--- src/rtl/ysyx_22050854_pkg.sv ---
// Shared definitions for the NPC core.
//   IFU_RESET_PC : default PC after reset
//   NOP_INSTR    : RV64 NOP encoding (addi x0, x0, 0)
//   ifu_slot_t   : one fetch-queue slot (pc, instr, filled)
package ysyx_22050854_pkg;

  localparam logic [63:0] IFU_RESET_PC = 64'h0000_0000_8000_0000;
  localparam logic [31:0] NOP_INSTR    = 32'h0000_0013;

  typedef struct packed {
    logic [63:0] pc;
    logic [31:0] instr;
    logic        filled;
  } ifu_slot_t;

endpackage

--- src/rtl/ysyx_22050854_ifu_queue.sv ---
// In-order slot queue of the instruction fetch unit.
// A slot is allocated when its request is accepted, filled when the response
// arrives (responses return in request order) and freed when decode takes it.
// Ports:
//   clk, rst_n           clock, asynchronous active-low reset
//   alloc, alloc_pc      allocate slot at the alloc pointer for this pc
//   fill, fill_instr     write instruction into slot at the fill pointer
//   pop                  free the head slot
//   flush                free every slot and zero all pointers
//   count                occupied slots
//   pend                 allocated slots still waiting for their response
//   head                 contents of the head slot
module ysyx_22050854_ifu_queue
  import ysyx_22050854_pkg::*;
#(
  parameter int DEPTH = 2,
  localparam int PW = $clog2(DEPTH),
  localparam int CW = PW + 1
) (
  input  logic          clk,
  input  logic          rst_n,
  input  logic          alloc,
  input  logic [63:0]   alloc_pc,
  input  logic          fill,
  input  logic [31:0]   fill_instr,
  input  logic          pop,
  input  logic          flush,
  output logic [CW-1:0] count,
  output logic [CW-1:0] pend,
  output ifu_slot_t     head
);

  ifu_slot_t     slots [DEPTH];
  logic [PW-1:0] alloc_ptr;
  logic [PW-1:0] fill_ptr;
  logic [PW-1:0] head_ptr;

  assign head = slots[head_ptr];

  // The three writes never target the same slot: alloc hits a free slot, fill
  // an allocated unfilled one, pop a filled one.
  always_ff @(posedge clk or negedge rst_n) begin
    if (!rst_n) begin
      for (int i = 0; i < DEPTH; i++) slots[i] <= '0;
      alloc_ptr <= '0;
      fill_ptr  <= '0;
      head_ptr  <= '0;
      count     <= '0;
      pend      <= '0;
    end else if (flush) begin
      for (int i = 0; i < DEPTH; i++) slots[i].filled <= 1'b0;
      alloc_ptr <= '0;
      fill_ptr  <= '0;
      head_ptr  <= '0;
      count     <= '0;
      pend      <= '0;
    end else begin
      if (alloc) begin
        slots[alloc_ptr] <= '{pc: alloc_pc, instr: 32'h0, filled: 1'b0};
        alloc_ptr        <= alloc_ptr + PW'(1);
      end
      if (fill) begin
        slots[fill_ptr].instr  <= fill_instr;
        slots[fill_ptr].filled <= 1'b1;
        fill_ptr               <= fill_ptr + PW'(1);
      end
      if (pop) begin
        slots[head_ptr].filled <= 1'b0;
        head_ptr               <= head_ptr + PW'(1);
      end
      count <= count + CW'(alloc) - CW'(pop);
      pend  <= pend + CW'(alloc) - CW'(fill);
    end
  end

endmodule

--- src/rtl/ysyx_22050854_ifu.sv ---
// Instruction fetch unit: holds the PC, issues word fetches, buffers returned
// instructions in ysyx_22050854_ifu_queue and hands them to decode in order.
// A redirect flushes the queue; responses still in flight for flushed or
// same-cycle requests are counted in drop and discarded on arrival.
// Optional feature macro: YSYX_22050854_IFU_MISALIGN_CHK_EN
//   defined   : a misaligned redirect halts fetch and presents a single NOP
//               entry flagged id_misalign until an aligned redirect
//   undefined : redirect_pc[1:0] is forced to zero, id_misalign is 0
// Ports:
//   clk, rst_n                        clock, asynchronous active-low reset
//   imem_req_valid/ready/addr         fetch request (word aligned address)
//   imem_resp_valid/data              in-order response, no backpressure
//   redirect_valid/pc                 flush and restart fetch
//   id_valid/ready/instr/pc/misalign  instruction to decode
// Handshakes: a transfer happens in a cycle where valid and ready are both
// high; valid never depends combinationally on ready of the same interface.
module ysyx_22050854_ifu
  import ysyx_22050854_pkg::*;
#(
  parameter logic [63:0] RESET_PC = IFU_RESET_PC,
  parameter int          DEPTH    = 2
) (
  input  logic        clk,
  input  logic        rst_n,
  output logic        imem_req_valid,
  input  logic        imem_req_ready,
  output logic [63:0] imem_req_addr,
  input  logic        imem_resp_valid,
  input  logic [31:0] imem_resp_data,
  input  logic        redirect_valid,
  input  logic [63:0] redirect_pc,
  output logic        id_valid,
  input  logic        id_ready,
  output logic [31:0] id_instr,
  output logic [63:0] id_pc,
  output logic        id_misalign
);

  localparam int CW = $clog2(DEPTH) + 1;

  logic [63:0]   pc;
  logic [63:0]   redirect_tgt;
  logic [CW-1:0] drop;
  logic [CW-1:0] count;
  logic [CW-1:0] pend;
  ifu_slot_t     head;
  logic          halted;
  logic          mis_sel;
  logic          req_fire;
  logic          id_fire;
  logic          drop_zero;

  assign drop_zero      = (drop == '0);
  // rst_n gating keeps the request quiet while reset is held.
  assign imem_req_valid = rst_n && (count < CW'(DEPTH)) && !halted;
  assign imem_req_addr  = pc;
  assign req_fire       = imem_req_valid && imem_req_ready;
  assign id_fire        = id_valid && id_ready;

`ifdef YSYX_22050854_IFU_MISALIGN_CHK_EN
  logic        mis_pend;
  logic [63:0] mis_pc;

  assign redirect_tgt = redirect_pc;
  // The marker entry waits until every stale response has been discarded.
  assign mis_sel      = mis_pend && drop_zero;

  always_ff @(posedge clk or negedge rst_n) begin
    if (!rst_n) begin
      halted   <= 1'b0;
      mis_pend <= 1'b0;
      mis_pc   <= '0;
    end else if (redirect_valid) begin
      if (redirect_pc[1:0] != 2'b00) begin
        halted   <= 1'b1;
        mis_pend <= 1'b1;
        mis_pc   <= redirect_pc;
      end else begin
        halted   <= 1'b0;
        mis_pend <= 1'b0;
      end
    end else if (id_fire && mis_sel) begin
      mis_pend <= 1'b0;
    end
  end
`else
  assign redirect_tgt = redirect_pc & ~64'h3;
  assign halted       = 1'b0;
  assign mis_sel      = 1'b0;
`endif

  // Redirect: everything unfilled, plus this cycle's request, will still
  // return; this cycle's response is consumed here either way.
  always_ff @(posedge clk or negedge rst_n) begin
    if (!rst_n) begin
      pc   <= RESET_PC;
      drop <= '0;
    end else if (redirect_valid) begin
      pc   <= redirect_tgt;
      drop <= drop + pend + CW'(req_fire) - CW'(imem_resp_valid);
    end else begin
      if (req_fire) pc <= pc + 64'd4;
      if (imem_resp_valid && !drop_zero) drop <= drop - CW'(1);
    end
  end

  ysyx_22050854_ifu_queue #(.DEPTH(DEPTH)) u_queue (
    .clk        (clk),
    .rst_n      (rst_n),
    .alloc      (req_fire && !redirect_valid),
    .alloc_pc   (pc),
    .fill       (imem_resp_valid && drop_zero && !redirect_valid),
    .fill_instr (imem_resp_data),
    .pop        (id_fire && !mis_sel),
    .flush      (redirect_valid),
    .count      (count),
    .pend       (pend),
    .head       (head)
  );

  always_comb begin
    id_valid    = head.filled;
    id_instr    = head.filled ? head.instr : 32'h0;
    id_pc       = head.filled ? head.pc : 64'h0;
    id_misalign = 1'b0;
    if (mis_sel) begin
      id_valid    = 1'b1;
      id_instr    = NOP_INSTR;
      id_pc       = redirect_tgt_q();
      id_misalign = 1'b1;
    end
  end

`ifdef YSYX_22050854_IFU_MISALIGN_CHK_EN
  function automatic logic [63:0] redirect_tgt_q();
    return mis_pc;
  endfunction
`else
  function automatic logic [63:0] redirect_tgt_q();
    return 64'h0;
  endfunction
`endif

endmodule
--- config.mk ---
export PLATFORM = sky130hd
export DESIGN_NAME = ysyx_22050854_ifu
export DESIGN_NICKNAME = d
export VERILOG_FILES = /design/src/rtl/ysyx_22050854_pkg.sv /design/src/rtl/ysyx_22050854_ifu_queue.sv /design/src/rtl/ysyx_22050854_ifu.sv
export SDC_FILE = /design/constraint.sdc
export NUM_CORES = 1
export LEC_CHECK = 0
export CORE_MARGIN = 3
export CORE_UTILIZATION = 47
export CTS_CLUSTER_SIZE = 12
export DETAILED_ROUTE_END_ITERATION = 8
export GPL_ROUTABILITY_DRIVEN = 1
export HOLD_SLACK_MARGIN = 0.02
export PLACE_DENSITY = 0.87
export RECOVER_POWER = 100
export SETUP_SLACK_MARGIN = 0.02
export SLEW_MARGIN = 30
export SYNTH_ARGS = -nofsm -noshare
export SYNTH_HDL_FRONTEND = slang
export SYNTH_SLANG_ARGS = --single-unit
--- constraint.sdc ---
create_clock -name clk -period 2.55 [get_ports clk]
set_input_delay 0.51 -clock clk [delete_from_list [all_inputs] [get_ports clk]]
set_output_delay 0.51 -clock clk [all_outputs]
set_load 0.005 [all_outputs]
### Yosys cells after proc, flatten, opt, wreduce, memory -nomap -nowiden

Cells that the tools add are included.

* bitwise operators: 3
* add/sub/neg operators: 12
* reductions and logical operators: 18
* $lt $le $gt $ge: 7
* mux-type cells: 36

Operators with widths (number)
* 194-bit two-way mux: 5
* 194-bit bitwise mux: 4
* 97-bit demux with 1-bit select: 4
* 97-bit two-way mux: 4
* 64-bit two-way mux: 3
* 64-bit by 3-bit adder with 64-bit output, second input constant: 1
* 33-bit two-way mux: 1
* 32-bit two-way mux: 1
* 1-bit logical AND: 10
* 1-bit two-way mux: 10
* 2-bit nonzero test: 5
* 2-bit two-way mux: 4
* 2-bit by 1-bit adder with 2-bit output: 3
* 2-bit greater-or-equal comparator, second input constant: 3
* 2-bit by 1-bit < comparator with 1-bit output, second input constant: 3
* 1-bit NOT with 2-bit output: 3
* 2-bit by 1-bit subtractor with 2-bit output: 3
* 1-bit adder, second input constant: 3
* 2-bit adder: 1
* 1-bit zero test: 2
* 2-bit zero test: 1
* 2-bit < comparator, second input constant: 1
* 2-bit by 1-bit subtractor with 2-bit output, second input constant: 1

* bits in registers: 267
* word-level logic and storage cells: 89

### Logic depth before layout (Yosys ltp)

Gate-level depths: netlist of run 1.

* depth after elaboration: 15
* mapped depth: 10
* gate-level depth less buffers: 10

### By module

From an unflattened synthesis of run 1, not the netlist that was laid out.

* cell total of the unflattened synthesis: 1129
* area, all modules: 13198.9 um2

By module, submodules not included
* ysyx_22050854_ifu_queue: cells each 563, instances 1, area an instance 8652.0 um2, sequential area each 5029.8 um2
* ysyx_22050854_ifu: cells each 566, instances 1, area an instance 4546.9 um2, sequential area each 1602.8 um2

### Least setup slack after synthesis of run 1

No wires, ideal clock.

* path type: register to register
* start: register pc[19], in the netlist imem_req_addr[19]
* end: register pc[57], in the netlist imem_req_addr[57]
* data arrival time: 2.354 ns
* cell stages (with the launch flop): 8
* setup slack: 0.126 ns
* path through: dfrtp_1 buf_2 nand4_2 or4_1 buf_2 or4b_4 or4_1 nand3_1

* word-level cells in the longest chain between the ends: 3

RTL lines
* start, declared: RTL line ysyx_22050854_ifu.sv:41 `logic [63:0] pc;`
* start signal, assigned: RTL line ysyx_22050854_ifu.sv:99 `pc <= redirect_tgt;`
* start signal, assigned: RTL line ysyx_22050854_ifu.sv:102 `if (req_fire) pc <= pc + 64'd4;`
* 64-bit by 3-bit adder with 64-bit output: RTL line ysyx_22050854_ifu.sv:102
* 64-bit two-way mux: RTL line ysyx_22050854_ifu.sv:102
* 64-bit two-way mux: RTL line ysyx_22050854_ifu.sv:98 `end else if (redirect_valid) begin`

Every way passes these cells. The select of a mux whose other input is x is not followed.
A chain may end at the register's enable or synchronous reset.

### Worst setup path after layout of run 1

* start: register u_queue.head_ptr
* end: output port id_instr[13]

* word-level cells in the longest chain between the ends: 5

RTL lines
* start, declared: RTL line ysyx_22050854_ifu_queue.sv:36 `logic [PW-1:0] head_ptr;`
* start signal, assigned: RTL line ysyx_22050854_ifu_queue.sv:69 `head_ptr <= head_ptr + PW'(1);`
* 1-bit NOT with 2-bit output (implied by the code): RTL line ysyx_22050854_ifu_queue.sv:38 `assign head = slots[head_ptr];`
* 97-bit two-way mux (implied by the code) (3 in series): RTL line ysyx_22050854_ifu_queue.sv:38
* 32-bit two-way mux: RTL line ysyx_22050854_ifu.sv:123 `id_instr = head.filled ? head.instr : 32'h0;`
* end, declared: RTL line ysyx_22050854_ifu.sv:34 `output logic [31:0] id_instr,`

Every way passes these cells. The select of a mux whose other input is x is not followed.

==> run summary, run 1 <==
Final std cells w/o fill - 1,931
Met1 Resource Use GR - 32.8%
GP Congestion - 0.910
IO Pins - 265
Cell Chain, Critical Path - mux2i_4 > buf_12 > nor2_1 > clkdlybuf4s50_1
Fin Hold WS - 0.338 ns
Post-DP Area - 16,300 sq um
Initial antenna violation count - 4
Post-Syn Area per Cell - 10.0 sq um
Peak VDD IR - 476 uV
Post-synth top area share - 50.9%
Area occupied by multi-input gates - 5920 sq um
Most used routing layer - met2
Post-synth EDFFs - 0
Met2 usage - 43.0%
Num rows - 59
FF-to-FF End - imem_req_addr[61]$_DFFE_PN0N_
Slowest CP cell - dfrtp_4
Seq cells post-synth - 261
DP Wirelength - 25.3 mm
Vias/cell - 5.69
Core Region - 26,400 sq um
Die area - 29,200 sq um
Clock tree sinks - 261
Final setup viols - 39
Total area of sequential cells - 6540 sq um
Async SR Flop Fraction - 100%
Total power - 13.5 mW
Fmax - 370 MHz
Logic depth of the worst register-to-register path - 6
Post-DRT Antenna Nets - 0
Root buf cell - clkbuf_16
Worst Path Required - 2.04 ns
Largest net degree at the start of global routing - 173
Pwr Density - 782 nW/um^2
Port-buffer cells - 257
FF-to-FF Start - imem_req_addr[31]$_DFFE_PN1N_
Main area contributors after synthesis - dfrtp_1, mux2_2, mux2i_1
Fin crit share - 106%
Overall overflow remaining after global route - 0
CTS clk-pin slew, worst paths - 0.06 ns
Mapped Cells - 1,274
Crit. End Element - primary output
Tmin final - 2.70 ns
CTS tree - built
Prevailing post-synth register cell - dfrtp_1
Slew Limit Fails - 99
Die Y-Extent - 171 um
Placed cell count - 1,873
Synth Cell Area - 12,800 sq um
First-pass detailed-route iteration total - 7
Worst-margin pin slew - 2.15 ns
Number of distinct library cells after synthesis - 45
Clk_lat worst skew - 0.53 ns
Met3 usage - 5.08%
WL per Instance - 19.9 um
Area leader, netlist - dfrtp_1
CP Max Fanout - 28
CP peak stage delay - 0.53 ns
Worst min-delay path class - in -> async
RSZ-0062 raised after global routing - true
Gr usage total - 25.3%
Max Buffers Root-to-Sink - 3
Vias in the first global route - 11,300
Final core utilization - 65.5%
Initial core utilization - 48.4%
H-tree depth - 1
Reg2Reg Setup Slack - 0.06 ns
Final instance area - 17,300 sq um
Fin. Hold Viols - 0
P_leak - 8.19 nW
Layout Skew - 0.0165 ns
DR DRC count - 0
Final Net Count - 1,686
Routed via count - 11,000
Seq/Total Area, Yosys - 51.1%
Layout area overhead - 35.4%
Chip width - 171 um
Max_cap viols - 2
TritonCTS buffer count - 28
First-pass GRT wire length - 59.5 mm
Critical path type - reg -> out
Slack of the critical path - -0.150 ns
DR iter-0 viols - 995
Failing checks - capacitance limit, slew limit, setup timing
Layout cell share with drive strength beyond 1 - 18.2%
Synth warn - 0
Status - finished with violations
Final WL - 38.3 mm
Fillers - 2,003
Slew HR - -43.3%
Startpoint types - flip-flop
CP arrival - 2.19 ns
## cells in the mapped netlist (2+ instances only)
master and n:
dfrtp_1 260, nand2_1 208, nor2_1 133, mux2_2 118, mux2i_1 96, nand3_1 87
o21ai_0 62, clkbuf_1 57, xnor2_1 33, nand4_1 29, buf_1 22, nor4_1 19
xor2_1 19, inv_1 17, or3_1 17, a31oi_1 16, nor3_1 10, nor2b_1 8
ha_1 7, and4_1 6, or4_1 6, and3_1 5, buf_4 5, a21oi_1 4
and2_1 4, buf_2 4, a221oi_1 2, a31o_2 2, nand4b_1 2
## flip-flops by register name, summed over array words and instances, names as in the netlist
signal             flops
drop                   2
imem_req_addr         62
u_queue.alloc_ptr      1
u_queue.count          2
u_queue.fill_ptr       1
u_queue.head_ptr       1
u_queue.pend           2
u_queue.slots        190
## power by group
part / internal, mW / switching (mW) / leakage, nW
clock: 2.50 / 1.62 / 0.473
combinational: 1.71 / 1.52 / 4.45
sequential: 5.42 / 0.764 / 3.27
total: 9.63 / 3.90 / 8.19
## cells in the final DEF, fill, tap and decap left out, drive strengths merged, types with 8 or more instances in the layout
master         count
nor2b              8
nand2            208
xor2              19
buf               84
inv               17
clkdlybuf4s50    156
mux2i             96
nor4              20
clkdlybuf4s15     10
nor3              10
or3               17
nor2             133
nand3             87
mux2             118
clkbuf            69
dlygate4sd2       39
nand4             30
dfrtp            260
dlymetal6s2s      35
o21ai             62
xnor2             33
a31oi             16
## what timing repair did
item	in CTS	in global routing
hold buffers	1	0
gates resized for setup	69	71
hold endpoints to repair	2	0
setup buffers	0	4
gates cloned	0	2
pin swaps	2	6
setup endpoints to repair	96	98
## critical path, delay by kind of cell, from the launching register on
kind,cells,cell delay (ns)
buffers and inverters,2,0.73
flip-flops,1,0.53
multiplexers,1,0.25
AND/OR/NAND/NOR,1,0.15
## cell type report
type / count / area share (%)
clock buffer: 44 / 5.21
tap: 335 / 2.42
antenna: 2 / 0.0289
clock inverter: 4 / 0.260
multi-input combinational: 912 / 34.2
sequential: 261 / 37.8
inverter: 17 / 0.369
timing repair buffer: 356 / 19.7
## cells by family after synthesis
kind of cell             share of synthesized area, %
AO/OA/AOI/OAI                                    3.97
XOR/XNOR                                         3.56
adder cells (fa/ha/maj)                         0.842
buffers and inverters                            3.27
flip-flops                                       51.1
multiplexers                                     17.9
other                                          0.0293
AND/OR/NAND/NOR                                  19.3
## stage by stage
stage               TNS (ns)  setup slack, ns
finish                -0.757           -0.150
global route          -12.22           -0.237
CTS                    -5.77           -0.195
detailed placement     -2.14           -0.230
global placement       -1.29           -0.214
floorplan                  0            0.126
## metal layers
layer  part of all wire [%]  up-vias
li1                       -     4979
met1                     40     5432
met2                     49      471
met3                    7.5       96
met4                    3.4        4
met5                  0.076        -
## worst max path at each step
stage	start	end	slack, ns	cells after the start
floorplan	imem_req_addr[19]$_DFFE_PN0N_	imem_req_addr[57]$_DFFE_PN0N_	0.13	7
global placement	imem_req_ready	imem_req_addr[61]$_DFFE_PN0N_	-0.21	7
detailed placement	imem_req_ready	imem_req_addr[53]$_DFFE_PN0N_	-0.23	7
CTS	u_queue.head_ptr$_DFFE_PN0P_	id_pc[23]	-0.19	4
global route	u_queue.head_ptr$_DFFE_PN0P_	id_instr[13]	-0.24	4
finish	u_queue.head_ptr$_DFFE_PN0P_	id_instr[13]	-0.15	4
Note: power is estimated with default switching activity, not from simulation.
==> run 2: changes to the inputs <==
--- a/config.mk
+++ b/config.mk
@@ -7,14 +7,12 @@
 export LEC_CHECK = 0
 export CORE_MARGIN = 3
 export CORE_UTILIZATION = 47
-export CTS_CLUSTER_SIZE = 12
 export DETAILED_ROUTE_END_ITERATION = 8
 export GPL_ROUTABILITY_DRIVEN = 1
 export HOLD_SLACK_MARGIN = 0.02
 export PLACE_DENSITY = 0.87
 export RECOVER_POWER = 100
 export SETUP_SLACK_MARGIN = 0.02
-export SLEW_MARGIN = 30
 export SYNTH_ARGS = -nofsm -noshare
 export SYNTH_HDL_FRONTEND = slang
 export SYNTH_SLANG_ARGS = --single-unit
==> run summary, run 2 (synthesized netlist as in run 1, its figures left out) <==
Layout Skew - 0.0197 ns (was 0.0165 ns)
Routed via count - 11,000 (about the same)
Flop pwr share - 45.7% (about the same)
Gr usage total - 25.3% (unchanged)
Worst min-delay path class - in -> async (unchanged)
Slack of the critical path - -0.149 ns (was -0.150 ns)
Final Net Count - 1,685 (was 1,686)
Clock tree sinks - 261 (unchanged)
Tmin final - 2.70 ns (about the same)
Initial antenna violation count - 4 (unchanged)
Core Region - 26,400 sq um (unchanged)
Startpoint types - flip-flop (unchanged)
RSZ-0062 raised after global routing - true (unchanged)
Combinational share of power - 23.8% (about the same)
Slew Limit Fails - 99 (unchanged)
Fin. Hold Viols - 0 (unchanged)
Fmax - 371 MHz (was 370 MHz)
First-pass GRT wire length - 59.5 mm (unchanged)
CP peak stage delay - 0.53 ns (about the same)
P_leak - 8.18 nW (was 8.19 nW)
Peak VDD IR - 470 uV (was 476 uV)
CP arrival - 2.19 ns (about the same)
Cell family with most CP delay - buffers and inverters (unchanged)
Initial core utilization - 48.4% (unchanged)
Post-DRT Antenna Nets - 0 (unchanged)
CTS clk-pin slew, worst paths - 0.06 ns (about the same)
Worst-margin pin slew - 2.15 ns (about the same)
Worst Path Required - 2.04 ns (about the same)
DP Wirelength - 25.3 mm (unchanged)
Largest register FFs - 190 (unchanged)
Overall overflow remaining after global route - 0 (unchanged)
Commonest non-fill, non-tap cells in the layout - dfrtp_1, nand2_1, clkdlybuf4s50_1 (unchanged)
Fin crit share - 106% (about the same)
Cell Chain, Critical Path - mux2i_4 > buf_12 > nor2_1 > clkdlybuf4s50_1 (unchanged)
Port-buffer cells - 257 (unchanged)
Slowest CP cell - dfrtp_4 (unchanged)
Num rows - 59 (unchanged)
Most common cell after layout, fill and taps aside - dfrtp_1 (unchanged)
Largest register by flop count - u_queue.slots (unchanged)
CP Max Fanout - 28 (unchanged)
Status - finished with violations (unchanged)
Max Buffers Root-to-Sink - 3 (unchanged)
Die area - 29,200 sq um (unchanged)
Setup TNS - -0.711 ns (was -0.757 ns)
Failing checks - capacitance limit, slew limit, setup timing (unchanged)
Pint - 9.63 mW (about the same)
Layout area overhead - 35.2% (was 35.4%)
Clk_lat worst skew - 0.53 ns (about the same)
H-tree depth - 1 (unchanged)
Crit. End Element - primary output (unchanged)
Total area of sequential cells - 6540 sq um (unchanged)
Clock share of power - 30.4% (was 30.5%)
Total power - 13.5 mW (about the same)
DR DRC count - 0 (unchanged)
Chip width - 171 um (unchanged)
TritonCTS buffer count - 28 (unchanged)
First-pass detailed-route iteration total - 5 (was 7)
Max_cap viols - 2 (unchanged)
Vias/cell - 5.71 (was 5.69)
Dpl ws - -0.230 ns (unchanged)
Largest net degree at the start of global routing - 173 (unchanged)
Die Y-Extent - 171 um (unchanged)
Final WL - 38.4 mm (was 38.3 mm)
DR iter-0 viols - 1,001 (was 995)
IO Pins - 265 (unchanged)
Pwr Density - 782 nW/um^2 (about the same)
Fin Hold WS - 0.334 ns (was 0.338 ns)
Final setup viols - 33 (was 39)
Fillers - 2,004 (was 2,003)
Worst path buffer plus inverter count - 2 (unchanged)
WL per Instance - 19.9 um (about the same)
Critical path type - reg -> out (unchanged)
Area occupied by multi-input gates - 5920 sq um (unchanged)
Root buf cell - clkbuf_16 (unchanged)
Vias in the first global route - 11,300 (unchanged)
CTS tree - built (unchanged)
Slew HR - -43.6% (was -43.3%)
GP Congestion - 0.910 (unchanged)
Sw frac - 28.8% (about the same)
Switching pwr - 3.90 mW (about the same)
Layout cell share with drive strength beyond 1 - 18.1% (was 18.2%)
==> run 2: cell count changes in the layout (fill, tap and decap cells not counted), sizes merged <==
cell,change
buf,-2
clkbuf,+1
==> run 2: path summary, 6_finish.rpt <==
path / endpoint / slack (ns) / cells past startpoint / from
worst min-delay path: imem_req_addr[6]$_DFFE_PN0N_ / 0.33 / 2 / rst_n
worst min register to register: u_queue.slots[92]$_DFFE_PN0P_ / 0.48 / 2 / u_queue.slots[92]$_DFFE_PN0P_
worst max register to register: imem_req_addr[44]$_DFFE_PN0N_ / 0.06 / 8 / imem_req_addr[12]$_DFFE_PN0N_
worst max-delay path: id_instr[13] / -0.15 / 4 / u_queue.head_ptr$_DFFE_PN0P_
min in group clk: u_queue.fill_ptr$_DFFE_PN0P_ / 0.37 / 2 / redirect_valid
max in group asynchronous: u_queue.slots[68]$_DFFE_PN0P_ / 0.27 / 4 / rst_n
==> run 2: area by class of cell <==
cell class,instances,area share [%]
Multi-Input combinational cell,912,34.3
Tap cell,335,2.42
Inverter,17,0.369
Timing Repair Buffer,355,19.6
Clock inverter,4,0.261
Antenna cell,2,0.0289
Clock buffer,44,5.22
Sequential cell,261,37.8
==> run 2: per-layer routing <==
layer | vias to the layer above | routed length (um) | GRT usage, %
li1 | 4975 | - | -
met1 | 5451 | 15300 | 32.8
met3 | 85 | 2910 | 5.08
met5 | - | 29 | 0
met4 | 4 | 1190 | 7.87
met2 | 505 | 19000 | 43.0
==> run 2: worst reg2reg max path, delay by kind of cell, from the launching register on <==
family / cells / cell delay, ns
AOI/OAI and AO/OA: 2 / 0.34
buffers and inverters: 3 / 0.77
DFF: 1 / 0.36
and+or+nand+nor: 3 / 0.88
==> run 2: stage by stage <==
step           cells  util (%)  instance area, sq um
2_1_floorplan   1278         -                 12800
3_3_place_gp    1873      61.6                 16300
3_5_place_dp    1873      61.6                 16300
4_1_cts         1922      65.1                 17200
5_1_grt         1930      65.4                 17300
6_report        1930      65.4                 17300
==> run 2: timing repair <==
item,CTS,global route
pin swaps,2,6
setup endpoints to repair,96,98
cloned,0,2
endpoints found under the hold margin,2,0
buffers inserted,0,4
resized for setup,69,71
hold buffers,1,0
==> run 2: power groups by stage <==
stage / registers, mW / clock network (mW) / logic [mW]
after floorplan: 6.04 / 0 / 1.95
after global placement: 6.10 / 0 / 3.07
after detailed placement: 6.22 / 0 / 3.22
after CTS: 6.16 / 4.18 / 3.24
after global routing: 6.33 / 4.34 / 3.57
final: 6.18 / 4.12 / 3.22
